**config.mk**
```make
export PLATFORM = sky130hd
export DESIGN_NAME = sat_counter
export DESIGN_NICKNAME = d
export VERILOG_FILES = /design/src/rtl/sat_counter.sv
export SDC_FILE = /design/constraint.sdc
export NUM_CORES = 1
export LEC_CHECK = 0
export ABC_CLOCK_PERIOD_IN_PS = 1500
export CAP_MARGIN = 5
export CORE_MARGIN = 8
export CORE_UTILIZATION = 44
export DETAILED_ROUTE_END_ITERATION = 6
export GPL_TIMING_DRIVEN = 0
export PLACE_DENSITY = 0.7
export SYNTH_ARGS = -nofsm -noshare
export SYNTH_HDL_FRONTEND = slang
export SYNTH_SLANG_ARGS = --single-unit
```
**constraint.sdc**
```tcl
create_clock -name clk -period 1.5 [get_ports clk]
set_input_delay 0.45 -clock clk [delete_from_list [all_inputs] [get_ports clk]]
set_output_delay 0.45 -clock clk [all_outputs]
set_load 0.005 [all_outputs]
```
**src/rtl/sat_counter.sv**
```systemverilog
// Up-counter that sticks at all-ones; clr has priority over inc.
module sat_counter #(
  parameter int unsigned W = 16
) (
  input  logic         clk,
  input  logic         rst,
  input  logic         clr,
  input  logic         inc,
  output logic [W-1:0] count
);

  logic [W-1:0] count_q, count_d;

  always_comb begin
    count_d = count_q;
    if (clr) begin
      count_d = '0;
    end else if (inc && (count_q != '1)) begin
      count_d = count_q + W'(1);
    end
  end

  always_ff @(posedge clk) begin
    if (rst) count_q <= '0;
    else     count_q <= count_d;
  end

  assign count = count_q;

endmodule

```
# Yosys cells after proc, flatten, opt, wreduce, memory -nomap -nowiden
# Cells that the tools add are included.
# word_totals
reg_bits	16
input_bits	4
out_inout_bits	16
elab_cells	5
# op_classes
add_sub_neg	1
eq_ne	1
reduce_logical	2
# op_table
operator	count
16-bit by 1-bit adder with 16-bit output, second input constant	1
16-bit != test, second input constant	1
2-bit OR reduction	1
1-bit logical AND	1

# Longest topological paths before layout
# depth
ltp_word	2
ltp_mapped	6
depth_no_buf	5

# Worst setup path after synthesis
# OpenSTA, ideal clock, no wires.
# synth_path
path_kind	flip-flop to flip-flop
from	reg count_q[0] (netlist: count[0])
to	reg count_q[12] (netlist: count[12])
setup_time_ns	0.091
arrival_ns	1.358
required_ns	1.409
slack_ns	0.052
path_stages_with_launch	7
n_path_buf	1
period_less_slack_ns	1.448
path_cell_list	dfxtp_1 > ha_1 > and4_4 > and3_1 > buf_4 > a31oi_1 > a311oi_1
# synth_via
elab_chain_cells	2
word_cells_on_any_way	3
cone_classes	1 x add/sub; 1 x eq/ne; 1 x reduce/logical
# synth_rtl
element	line_no	source
start: declaration	12	logic [W-1:0] count_q, count_d;
start signal: assignment	25	else count_q <= count_d;
branches (longest 2 deep; another with 16-bit by 1-bit adder with 16-bit output)	--	
# Several ways; the timed one is not identified.
# A chain may end at the register's enable or synchronous reset.

# Worst setup path after layout
# Same ends and word-level chain as after synthesis.

==> metrics.csv <==
stage,metric,value,unit
clock_tree,cts_sinks,16,
setup_path,cp-start-kind,flop,
floorplan,core,1960,um2
clock_tree,htree_levels,1,
layout,syn_to_final_growth,49.0,%
clock_tree,cts_buffer_depth,2,
sta,finalSetupViolations,0,
clock_tree,cts_tree,done,
placed_design,placedInstanceArea,1140,um2
floorplan,start_util,46.7,%
layout,drive_above_1_share,42.8,%
drt,via_count,957,
placed_design,place_congestion,0.779,
sta,finClkSkew,7.39,ps
placed_design,hpwl,1.72,mm
synthesis,ys_seq_area_share,34.9,%
sta,hold_viol_final,0,
drt,wire_per_inst,16.5,um
floorplan,row_count,16,
layout,final_common_cell,dlygate4sd2_1,
synthesis,async_flop_share,0,%
global_routing,grt_max_degree,11,
setup_path,worst-setup-path-type,flop to flop,
sta,setup_ws,16.7,ps
min_path,hp-class,flop to flop,
global_routing,grt_pass1_wl,4.03,mm
global_routing,antenna_found_initial,0,
setup_path,path_buf_inv,1,
setup_path,cp_data_arrival_time,1690,ps
sta,layout_min_cycle_time,1480,ps
drt,firstDrtPassIters,4,
layout,layout_common_cells,"dlygate4sd2_1 (16), buf_4 (14), nand2_1 (13)",
setup_path,cpLargestDelayFamily,simple AND/OR/NAND/NOR gates,
clock_tree,ctsHoldBuffers,0,
layout,postLayoutCoreUtil,69.6,%
synthesis,yosys.area.top_type_share,34.9,%
placed_design,pre_cts_ws,-531,ps
setup_path,cp_slowest_cell,dfxtp_4,
synthesis,avgSynthCellArea,8.99,um2
setup_path,end_kind,flop,
setup_path,worstPathMaxFanout,6,
synthesis,synth_cell_types,36,
sta,tightest_slew,304,ps
power_and_ir_drop,leakage,0.598,nW
drt,drt_iter0_markers,42,
drt,postRouteAntennaNets,0,
synthesis,ys_warn_count,0,
layout,largest_register_ffs,16,
drt,vias_per_cell,5.80,
global_routing,overflow,0,
layout,layout.cells.non_filler,165,
sta,slew_headroom,79.7,%
outcome,status,"complete, no violations",
sta,clock.fmax,674,MHz
flow_run,cap_violations,0,
global_routing,grt_pass1_vias,919,
synthesis,syn_nets,107,
sta,fin_crit_sh,98.9,%
synthesis,synth_edf_count,0,
placed_design,io_buffers,19,
setup_path,worstPathRequired,1710,ps
synthesis,synth_top_cells_by_area,"dfxtp_1 (35%), mux2i_1 (6.5%), nand2_1 (5.3%)",
floorplan,die_y,61.7,um
power_and_ir_drop,ir_worst_vdd,517,uV
floorplan,die_x,61.7,um
layout,num_antenna_cells,0,
drt,routed_wl,2.72,mm
synthesis,syn_inst,102,
drt,drc,0,
floorplan,ios,20,
synthesis,synth-seq-cells,16,
layout,finalInstanceArea,1370,um2
synthesis,yosysTopAreaCell,dfxtp_1,
placed_design,place_inst,148,
clock_tree,worstSkewPairLatency,300,ps
setup_path,cp_slowest_stage_delay,370,ps
global_routing,grt_usage,14.3,%
sta,slew_viol_final,0,
power_and_ir_drop,cellPowerDensity,557,nW/um2
setup_path,cp_cell_sequence,ha_2 -> and4_4 -> and3_1 -> buf_4 -> a31oi_1 -> a311oi_1,
synthesis,synth_ff_type,dfxtp_1,
clock_tree,numCtsBuffers,3,
clock_tree,root_buffer,clkbuf_4,
synthesis,netlist_area,917,um2
clock_tree,path_clk_slew,110,ps
layout,nNetsFinal,144,
floorplan,die_area,3800,um2
metrics by stage:
stage	setup TNS, ps	power, mW	hold WS (ps)
after floorplan	0	0.457	477
after global placement	-6810	0.478	486
after detailed placement	-7060	0.478	496
after CTS	0	0.764	531
after global routing	-46.2	0.783	507
final	0	0.761	483
cells in the mapped netlist (3+ instances only):
cell type  number
nand4_1         3
dfxtp_1        16
a31oi_1         4
or3_2           3
a211oi_1        3
or3_1           4
a21oi_1         6
nand3_1         5
nand2_1        13
and3_1          3
mux2i_1         6
o21ai_0         4
what timing repair did:
| item | in CTS | in global routing |
|---|---|---|
| gates cloned | 0 | 1 |
| resized for setup | 56 | 5 |
| setup buffers | 14 | 4 |
| setup endpoints to repair | 31 | 13 |
| pin swaps | 2 | 5 |
path summary, 6_finish.rpt:
| kind | to | slack, ps | from | depth (start not counted) |
|---|---|---|---|---|
| worst min register to register | count[3] | 480 | count[3] | 2 |
| worst max-delay path | count[12] | 20 | count[0] | 6 |
| worst max register to register | count[12] | 20 | count[0] | 6 |
| worst min-delay path | count[3] | 480 | count[3] | 2 |
cell type report:
| cell class | count | area, um2 |
|---|---|---|
| tap | 27 | 33.8 |
| sequential | 16 | 360 |
| multi-input combinational | 80 | 593 |
| timing repair buffer | 33 | 298 |
| inverter | 1 | 3.75 |
| buffer | 4 | 41.3 |
| fill | 161 | 596 |
| clock buffer | 4 | 36.3 |
power breakdown:
part | internal (mW) | switching (mW) | leakage (nW)
Combinational | 0.0229 | 0.0231 | 0.437
Clock | 0.148 | 0.152 | 0.0210
Sequential | 0.413 | 0.00171 | 0.140
Total | 0.584 | 0.177 | 0.598
per-layer routing:
layer / GRT usage, % / wire [um] / vias to the layer above / part of all wire (%)
met3: 4.59 / 145 / 6 / 5.3
met4: 2.92 / 41 / 0 / 1.5
li1: - / - / 464 / -
met2: 25.6 / 1370 / 35 / 50
met1: 16.0 / 1170 / 452 / 43
met5: 0 / 0 / - / 0
kinds of logic after synthesis:
| kind of cell | count (synthesis) | share of synthesized area (%) |
|---|---|---|
| simple gates | 46 | 31.5 |
| fa+ha+maj | 1 | 1.36 |
| mux | 6 | 6.55 |
| compound gates | 27 | 20.6 |
| flops | 16 | 34.9 |
| buf+inv | 6 | 5.05 |
worst register-to-register path, cell delays in order, from the launching register on:
cell      delay [ps]
dfxtp_4          370
ha_2             190
and4_4           240
and3_1           170
buf_4            140
a31oi_1           80
a311oi_1         200
Power figures use the tool's default switching activity.
